$ cat config.mk
export PLATFORM = sky130hd
export DESIGN_NAME = branch_flag_resolve
export DESIGN_NICKNAME = d
export VERILOG_FILES = /design/src/rtl/branch_flag_resolve.sv
export SDC_FILE = /design/constraint.sdc
export NUM_CORES = 1
export LEC_CHECK = 0
export CORE_MARGIN = 2
export CORE_UTILIZATION = 35
export CTS_BUF_LIST = sky130_fd_sc_hd__clkbuf_4
export CTS_CLUSTER_SIZE = 20
export DETAILED_ROUTE_END_ITERATION = 6
export GPL_ROUTABILITY_DRIVEN = 0
export PLACE_DENSITY = 0.93
export SLEW_MARGIN = 20
export SYNTH_ARGS = -nofsm -noshare
export SYNTH_HDL_FRONTEND = slang
export SYNTH_SLANG_ARGS = --single-unit
export TNS_END_PERCENT = 1
$ cat constraint.sdc
create_clock -name clk -period 2.5 [get_ports clk]
set_input_delay 0.375 -clock clk [delete_from_list [all_inputs] [get_ports clk]]
set_output_delay 0.375 -clock clk [all_outputs]
set_load 0.05 [all_outputs]
$ cat src/rtl/branch_flag_resolve.sv
// branch_flag_resolve: EX-stage NZCV flag register, branch resolver, wrong-path shadow and taken counter
module branch_flag_resolve #(
   parameter int WIDTH = 64,
   parameter int CNT_W = 32
) (
   input  logic             clk,
   input  logic             reset,
   input  logic             stall,
   input  logic             flag_we,
   input  logic [WIDTH-1:0] alu_result,
   input  logic             alu_carry,
   input  logic             alu_overflow,
   input  logic             br_valid,
   input  logic [1:0]       br_kind,
   input  logic [3:0]       cond,
   input  logic [WIDTH-1:0] cbz_operand,
   output logic             flag_n,
   output logic             flag_z,
   output logic             flag_c,
   output logic             flag_v,
   output logic             br_taken,
   output logic             flush,
   output logic [CNT_W-1:0] taken_count
);
   typedef enum logic {IDLE, SHADOW} state_t;
   state_t state, state_nx;
   logic en, ez, ec, ev, cond_base, cond_ok, taken, accept, take;

   // effective flags (same-cycle bypass) and branch condition
   always_comb begin
      en = flag_we ? alu_result[WIDTH-1] : flag_n;
      ez = flag_we ? ~|alu_result : flag_z;
      ec = flag_we ? alu_carry : flag_c;
      ev = flag_we ? alu_overflow : flag_v;
      case (cond[3:1])
         3'd0:    cond_base = ez;
         3'd1:    cond_base = ec;
         3'd2:    cond_base = en;
         3'd3:    cond_base = ev;
         3'd4:    cond_base = ec & ~ez;
         3'd5:    cond_base = en == ev;
         3'd6:    cond_base = ~ez & (en == ev);
         default: cond_base = 1'b1;
      endcase
      cond_ok = cond_base ^ (cond[0] & ~&cond[3:1]);
      taken = (br_kind == 2'd0) ? 1'b1 :
              (br_kind == 2'd1) ? ~|cbz_operand :
              (br_kind == 2'd3) ? |cbz_operand : cond_ok;
   end

   // FSM output: instruction is accepted only in IDLE without stall
   always_comb begin
      accept = (state == IDLE) & ~stall;
      take = accept & br_valid & taken;
   end

   // FSM next state: a taken branch opens one wrong-path shadow slot
   always_comb begin
      state_nx = (state == IDLE) ? (take ? SHADOW : IDLE) : (stall ? SHADOW : IDLE);
   end

   // FSM state register
   always_ff @(posedge clk or negedge reset) begin
      if (!reset) state <= IDLE;
      else        state <= state_nx;
   end

   // taken pulse is one cycle wide regardless of stall
   always_ff @(posedge clk or negedge reset) begin
      if (!reset) br_taken <= 1'b0;
      else        br_taken <= take;
   end

   assign flush = br_taken;

   // architectural flags load only from accepted flag-setting instructions
   always_ff @(posedge clk or negedge reset) begin
      if (!reset)                {flag_n, flag_z, flag_c, flag_v} <= '0;
      else if (accept & flag_we) {flag_n, flag_z, flag_c, flag_v} <= {en, ez, ec, ev};
   end

   // saturating taken-branch counter
   always_ff @(posedge clk or negedge reset) begin
      if (!reset)                    taken_count <= '0;
      else if (take & ~&taken_count) taken_count <= taken_count + 1'b1;
   end
endmodule

==> results of run 1 <==
==> cell families (layout without fill, tap and decap cells) <==
family,Yosys count,in the layout,share of synthesized area
DFF,38,38,0.4015
buffers and inverters,14,217,0.02958
AOI/OAI and AO/OA,15,15,0.04173
muxes,7,7,0.03169
xor gates and xnor gates,33,33,0.1220
other,0,2,0
adders and majority gates,1,1,0.005282
and+or+nand+nor,141,141,0.3682
==> synth_stat cells, types with 2 or more instances <==
cell type / count
nor4_2: 10
buf_2: 2
nor3_1: 18
inv_1: 5
and3_1: 11
and4_1: 3
buf_4: 2
nor4_1: 32
mux2_2: 4
o21ai_0: 3
nand3_1: 10
a21oi_1: 3
xor2_1: 31
or3_1: 2
nand2_1: 18
xnor2_1: 2
nor2_1: 8
nor3b_1: 4
nor4b_1: 3
clkbuf_1: 3
mux2i_1: 3
dfrtp_1: 38
nand4_1: 17
==> how the worst max path moves through the flow <==
| stage | slack, ps | to | from | cells past startpoint |
|---|---|---|---|---|
| 2_1_floorplan | 0.2 | taken_count[5]$_DFFE_PN0P_ | flag_n$_DFFE_PN0P_ | 9 |
| 3_3_place_gp | -390 | taken_count[1]$_DFFE_PN0P_ | cbz_operand[2] | 11 |
| 3_5_place_dp | -580 | taken_count[25]$_DFFE_PN0P_ | flag_we | 12 |
| 4_1_cts | -40 | taken_count[25]$_DFFE_PN0P_ | cbz_operand[62] | 12 |
| 5_1_grt | -120 | taken_count[13]$_DFFE_PN0P_ | cbz_operand[2] | 11 |
| 6_report | 30 | taken_count[18]$_DFFE_PN0P_ | flag_we | 10 |
==> per-stage QoR <==
step | area (um^2) | hold WS, ps | util | power (mW)
final | 5109 | 107.3 | 0.7910 | 2.229
after global routing | 5109 | 163.7 | 0.7910 | 2.308
after CTS | 4539 | 137.8 | 0.7028 | 2.153
after detailed placement | 4375 | 478.0 | 0.6775 | 1.624
after global placement | 4375 | 472.8 | 0.6775 | 1.603
after floorplan | 2371 | 79.41 | - | 1.168
==> repair_timing <==
action / in CTS / in global routing
resized for setup: 13 / 115
gates cloned: 0 / 3
pin swaps: 5 / 51
buffers inserted: 0 / 2
endpoints found under the setup margin: 29 / 32
==> flip-flops by register name, indices dropped and copies added, names as in the netlist <==
register     count
br_taken         1
flag_c           1
flag_n           1
flag_v           1
flag_z           1
state            1
taken_count     32
==> critical path, stage by stage <==
cell	delay [ps]
dlygate4sd2_1	370
mux2i_2	310
xor2_1	120
or3_1	350
and3_1	190
o21bai_2	170
nand3_4	160
clkbuf_16	220
nor4_4	290
xor2_1	180
==> power groups by stage <==
stage          clock (mW)  combinational (mW)  sequential (mW)
6_report            0.531               0.914            0.784
5_1_grt             0.562               0.951            0.794
4_1_cts             0.526               0.851            0.776
3_5_place_dp            0               0.840            0.784
3_3_place_gp            0               0.822            0.782
2_1_floorplan           0               0.148             1.02
==> layout make-up <==
type | count | area (um^2)
fillers | 395 | 1350
clock inverters | 3 | 63.81
well taps | 77 | 96.34
diodes | 2 | 5.005
repair buffers | 204 | 2185
inverters | 5 | 18.77
flip-flops and latches | 38 | 953.4
clock buffers | 5 | 37.54
multi-input cells | 197 | 1749
==> layer usage <==
| metal | wire, um | global-route usage |
|---|---|---|
| met1 | 4290 | 0.2772 |
| met2 | 6103 | 0.4637 |
| met3 | 936 | 0.05905 |
| met4 | 430 | 0.1207 |
| met5 | 0 | 0 |
==> metrics.md, run 1 <==
| Metric | Value |
|---|---|
| Outcome | `completed` |
| IO Port Bufs | `~180` |
| Commonest register cell after synthesis | `dfrtp_1` |
| Vertical die dimension | `86.27 um` |
| DRT iter0 DRCs | `around 180` |
| Switching share of power | `0.3609` |
| Worst Hold Class | `input pin to async pin` |
| Detailed Routing Iterations Pass 1 | `4` |
| Synth area leader | `dfrtp_1` |
| Full die area | `7442 um^2` |
| Most common cell after layout, fill and taps aside | `clkdlybuf4s50_1` |
| Placed insts | `516` |
| Initial Utilization | `0.3667` |
| Drt wl/cell | `roughly 22 um` |
| TritonCTS Sinks | `38` |
| IO Count | `~180` |
| Max-Cap Viols | `0` |
| Ranking of synthesized cells by area | `dfrtp_1 40%, xor2_1 11%, nor4_1 8.5%` |
| Arrival @ worst endpoint | `2750 ps` |
| Post-DP HPWL | `7672 um` |
| Vias in the first global route | `3140` |
| Routed Antenna Nets | `0` |
| Total GRT Usage | `0.2543` |
| TNS Setup | `0 ps` |
| Required @ worst endpoint | `2780 ps` |
| Final setup viols | `0` |
| Post-route DRC | `0` |
| Seq/Total Area, Yosys | `0.4015` |
| Post-place setup slack | `-577.8 ps` |
| Final instance count without filler cells | `531` |
| Later-pin clock latency in the skew report | `360 ps` |
| Final setup skew | `about 20 ps` |
| Tmin final | `2467 ps` |
| Core area | `6459 um^2` |
| FF-to-FF path depth | `9` |
| Yosys top cell area share | `0.4015` |
| Setup crit end kind | `register` |
| Number of synthesized flops with an enable pin | `0` |
| Slew Limit Fails | `0` |
| Crit path kind | `input pin to register` |
| R2R setup slack | `80 ps` |
| CTS buffer count | `5` |
| Reg2reg start | `flag_n$_DFFE_PN0P_` |
| Vias per std cell | `a little under 6` |
| CTS root buf | `clkbuf_4` |
| Clk pwr share | `0.238` |
| Worst Slack Setup Final | `32.98 ps` |
| Net Switching | `0.8044 mW` |
| Cell count after synthesis | `249` |
| CP max FO | `7` |
| FP Rows | `29` |
| Congestion Overflow GR | `0` |
| Nets@finish | `593` |
| Syn_area_per_cell | `9.512 um^2` |
| Flop pwr share | `0.352` |
| Worst slew pin tran | `871.5 ps` |
| Synth cell types | `40` |
| Internal | `1.424 mW` |
| Layout cells sized above 1 | `0.2168` |
| Drt total wl | `about 12000 um` |
| Final period utilization | `0.9868` |
| Slew margin rel. | `0.4190` |
| Largest net degree at the start of global routing | `39` |
| Post-Syn Nets | `between 300 and 400` |
| Max VDD drop | `between 800 and 900 uV` |
| Hold_buf cts | `0` |
| Logic pwr share | `0.410` |
| Peak Freq | `approximately 410 MHz` |
| CTS tree | `yes` |
| H-tree depth | `2` |
| Power density over the cells | `436.3 nW/um^2` |
| Antenna violations before repair | `2` |
| Synth Cell Area | `2369 um^2` |
| Area growth, synth to finish | `115.7%` |
| Most frequent cells in the layout | `119 x clkdlybuf4s50_1, 57 x dlymetal6s2s_1, 36 x dfrtp_1, 31 x xor2_1, 23 x nor4_2` |
| Bufs on Longest Clock Path | `2` |
| RR Endpoint | `taken_count[18]$_DFFE_PN0P_` |
| Routed via count | `3085` |
| Global-route wire length before repair | `14890 um` |
| Post-synth ARST share | `1.000` |
| Die width | `86.27 um` |
| Leakage power | `2.430 nW` |
| Worst setup SP type | `input pin` |
| Synth Register Bits | `38` |
| Fin. Hold Viols | `0` |
| Warnings from Yosys | `0` |
| Clock Pin Slew Worst Setup and Hold Paths | `140 ps` |
Power figures use the tool's default switching activity.
==> run 2, diff against run 1 <==
--- a/config.mk
+++ b/config.mk
@@ -5,6 +5,7 @@
 export SDC_FILE = /design/constraint.sdc
 export NUM_CORES = 1
 export LEC_CHECK = 0
+export CORE_ASPECT_RATIO = 1.5
 export CORE_MARGIN = 2
 export CORE_UTILIZATION = 35
 export CTS_BUF_LIST = sky130_fd_sc_hd__clkbuf_4
==> run 2 against run 1 <==
Combinational power shrank 2.7%. Hold slack got worse by 5.3 ps. Global-route usage shrank 0.95 points. Maximum frequency shrank 0.82%. Register-to-register slack improved by 40 ps. Clock skew down 5.1 ps. Setup slack lost 20 ps. Final cell count decreased by 1.9%. Final area is 4.6% lower. Via count decreased by 4.8%. Total power fell by 1.6%.
==> metrics.md, run 2 (same netlist as run 1, synthesis figures left out) <==
| Metric | Value |
|---|---|
| Worst Hold Class | `input pin to async pin (unchanged)` |
| IO Port Bufs | `178 (unchanged)` |
| Setup crit end kind | `register (unchanged)` |
| Layout cells sized above 1 | `0.1914 (was 0.2168)` |
| Worst path most repeated cell | `nor4_2 (was xor2_1)` |
| Max VDD drop | `908.9 uV (was 811.8 uV)` |
| Die width | `71.17 um (was 86.27 um)` |
| Post-DP HPWL | `7414 um (was 7672 um)` |
| Slew margin rel. | `0.4379 (was 0.4190)` |
| Routed via count | `2938 (was 3085)` |
| TritonCTS Sinks | `38 (unchanged)` |
| Core area | `6531 um^2 (was 6459 um^2)` |
| Placed insts | `509 (was 516)` |
| IO Count | `179 (unchanged)` |
| CP top delay family | `simple AND/OR/NAND/NOR gates (unchanged)` |
| H-tree depth | `2 (unchanged)` |
| Crit path kind | `input pin to register (unchanged)` |
| Worst setup SP type | `input pin (unchanged)` |
| CP max stage cell | `clkdlybuf4s50_1 (was dlygate4sd2_1)` |
| Nets@finish | `585 (was 593)` |
| Vias per std cell | `5.639 (was 5.810)` |
| Clock Pin Slew Worst Setup and Hold Paths | `130 ps (was 140 ps)` |
| Final instance count without filler cells | `521 (was 531)` |
| Critical-path cell list | `clkdlybuf4s50_1, nor4_2, nand2_1, nor4_2, buf_4, a221oi_2, o21ai_1, nand3_4, clkbuf_16, nor4_2, xor2_1 (was dlygate4sd2_1, mux2i_2, xor2_1, or3_1, and3_1, o21bai_2, nand3_4, clkbuf_16, nor4_4, xor2_1)` |
| Largest net degree at the start of global routing | `39 (unchanged)` |
| CTS tree | `yes (unchanged)` |
| TNS Setup | `0 ps (unchanged)` |
| CTS buffer count | `5 (unchanged)` |
| Total GRT Usage | `0.2448 (was 0.2543)` |
| Power Total | `2.194 mW (was 2.229 mW)` |
| Max-Cap Viols | `0 (unchanged)` |
| CTS root buf | `clkbuf_4 (unchanged)` |
| Final period utilization | `0.9949 (was 0.9868)` |
| Full die area | `7455 um^2 (was 7442 um^2)` |
| Tmin final | `2487 ps (was 2467 ps)` |
| Number of flip-flops in the largest register | `32 (unchanged)` |
| CP max FO | `14 (was 7)` |
| Global-route wire length before repair | `14670 um (was 14890 um)` |
| Initial Utilization | `0.3626 (was 0.3667)` |
| Critical path's largest stage delay | `430 ps (was 370 ps)` |
| Vertical die dimension | `104.8 um (was 86.27 um)` |
| Congestion Overflow GR | `0 (unchanged)` |
| Slew Limit Fails | `0 (unchanged)` |
| Detailed Routing Iterations Pass 1 | `4 (unchanged)` |
| Outcome | `completed (unchanged)` |
| Leakage power | `1.943 nW (was 2.430 nW)` |
| Peak Freq | `402.0 MHz (was 405.3 MHz)` |
| Area growth, synth to finish | `105.8% (was 115.7%)` |
| FP Rows | `36 (was 29)` |
| Fin. Hold Viols | `0 (unchanged)` |
| Layout filler cell count | `438 (was 395)` |
| Hold_ws | `102.0 ps (was 107.3 ps)` |
| Worst slew pin tran | `843.2 ps (was 871.5 ps)` |
| DP Area | `4317 um^2 (was 4375 um^2)` |
| Drt wl/cell | `19.39 um (was 22.15 um)` |
| Arrival @ worst endpoint | `2780 ps (was 2750 ps)` |
| Bufs on Longest Clock Path | `2 (unchanged)` |
| Final instance area | `4873 um^2 (was 5109 um^2)` |
| DRT iter0 DRCs | `95 (was 184)` |
| Antenna violations before repair | `1 (was 2)` |
| Drt total wl | `10100 um (was 11760 um)` |
| Power density over the cells | `450.3 nW/um^2 (was 436.3 nW/um^2)` |
| Required @ worst endpoint | `2790 ps (was 2780 ps)` |
| Most common cell after layout, fill and taps aside | `clkdlybuf4s50_1 (unchanged)` |
| Final setup skew | `14.83 ps (was 19.97 ps)` |
| Later-pin clock latency in the skew report | `360 ps (about the same)` |
| RSZ-0062 raised after global routing | `yes` |
| CP bufs+invs | `3 (was 2)` |
| Vias in the first global route | `3009 (was 3140)` |
| Most frequent cells in the layout | `168 x clkdlybuf4s50_1, 36 x dfrtp_1, 31 x xor2_1, 20 x nor4_2, 18 x nand2_1 (was 119 x clkdlybuf4s50_1, 57 x dlymetal6s2s_1, 36 x dfrtp_1, 31 x xor2_1, 23 x nor4_2)` |
| Routed Antenna Nets | `0 (unchanged)` |
| Post-route DRC | `0 (unchanged)` |
| Largest Register | `taken_count (unchanged)` |
| Final setup viols | `0 (unchanged)` |
## run 2: cell count changes in the layout (fill, tap and decap cells not counted), sizes merged
| cell | change |
|---|---|
| clkdlybuf4s50 | +49 |
| dlymetal6s2s | -49 |
| buf | -8 |
| diode | -1 |
## run 2: report_power, final
group	switching, mW	internal, mW
combinational	0.466	0.423
clock	0.217	0.308
sequential	0.0899	0.690
## run 2: area by class of cell
class                           count  area, um^2  area share
Antenna cell                        1       2.502   0.0005135
Clock buffer                        5       37.54    0.007702
Clock inverter                      3       63.81     0.01309
Inverter                            5       18.77    0.003851
Multi-Input combinational cell    197        1717      0.3522
Sequential cell                    38       953.4      0.1956
Tap cell                           76       95.09     0.01951
Timing Repair Buffer              196        1986      0.4074
## run 2: path summary, 6_finish.rpt
| path | startpoint | endpoint | slack (ps) | depth (start not counted) |
|---|---|---|---|---|
| worst max-delay path | alu_result[52] | taken_count[13]$_DFFE_PN0P_ | 10 | 11 |
| worst min-delay path | reset | taken_count[21]$_DFFE_PN0P_ | 100 | 1 |
| worst max register to register | flag_n$_DFFE_PN0P_ | taken_count[13]$_DFFE_PN0P_ | 120 | 9 |
| worst min register to register | taken_count[30]$_DFFE_PN0P_ | taken_count[30]$_DFFE_PN0P_ | 500 | 1 |
| max in group asynchronous | reset | taken_count[1]$_DFFE_PN0P_ | 1800 | 1 |
| min in group clk | alu_result[63] | flag_n$_DFFE_PN0P_ | 410 | 2 |
## run 2: per-stage QoR
stage | utilization | setup WS (ps)
final | 0.7462 | 12.64
after global routing | 0.7462 | -157.8
after CTS | 0.6895 | -20.71
after detailed placement | 0.6609 | -629.4
after global placement | 0.6609 | -475.0
after floorplan | - | 0.2189
## run 2: worst register-to-register path: cells and delay by family (launching register included)
family | cells | cell delay (ps)
buffers and inverters | 1 | 210
AO/OA/AOI/OAI | 1 | 150
XOR/XNOR | 2 | 300
flip-flops | 1 | 440
AND/OR/NAND/NOR | 4 | 1020
multiplexers | 1 | 210
## run 2: repair_timing
| item | CTS | global route |
|---|---|---|
| endpoints found under the setup margin | 32 | 32 |
| hold buffers | 0 | 0 |
| cloned | 0 | 2 |
| pin swaps | 9 | 22 |
| buffers inserted | 0 | 1 |
| gates resized for setup | 16 | 53 |
## run 2: per-layer routing
| layer | up-vias | GRT usage | wire (um) |
|---|---|---|---|
| li1 | 1345 | - | - |
| met1 | 1414 | 0.2715 | 3640 |
| met2 | 157 | 0.4557 | 5433 |
| met3 | 22 | 0.05979 | 821 |
| met4 | 0 | 0.05930 | 205 |
| met5 | - | 0 | 0 |
==> run 3, diff against run 2 <==
--- a/config.mk
+++ b/config.mk
@@ -13,7 +13,6 @@
 export DETAILED_ROUTE_END_ITERATION = 6
 export GPL_ROUTABILITY_DRIVEN = 0
 export PLACE_DENSITY = 0.93
-export SLEW_MARGIN = 20
 export SYNTH_ARGS = -nofsm -noshare
 export SYNTH_HDL_FRONTEND = slang
 export SYNTH_SLANG_ARGS = --single-unit
==> results of run 3 <==
No change in the layout: final DEF, timing and power equal those of run 2.
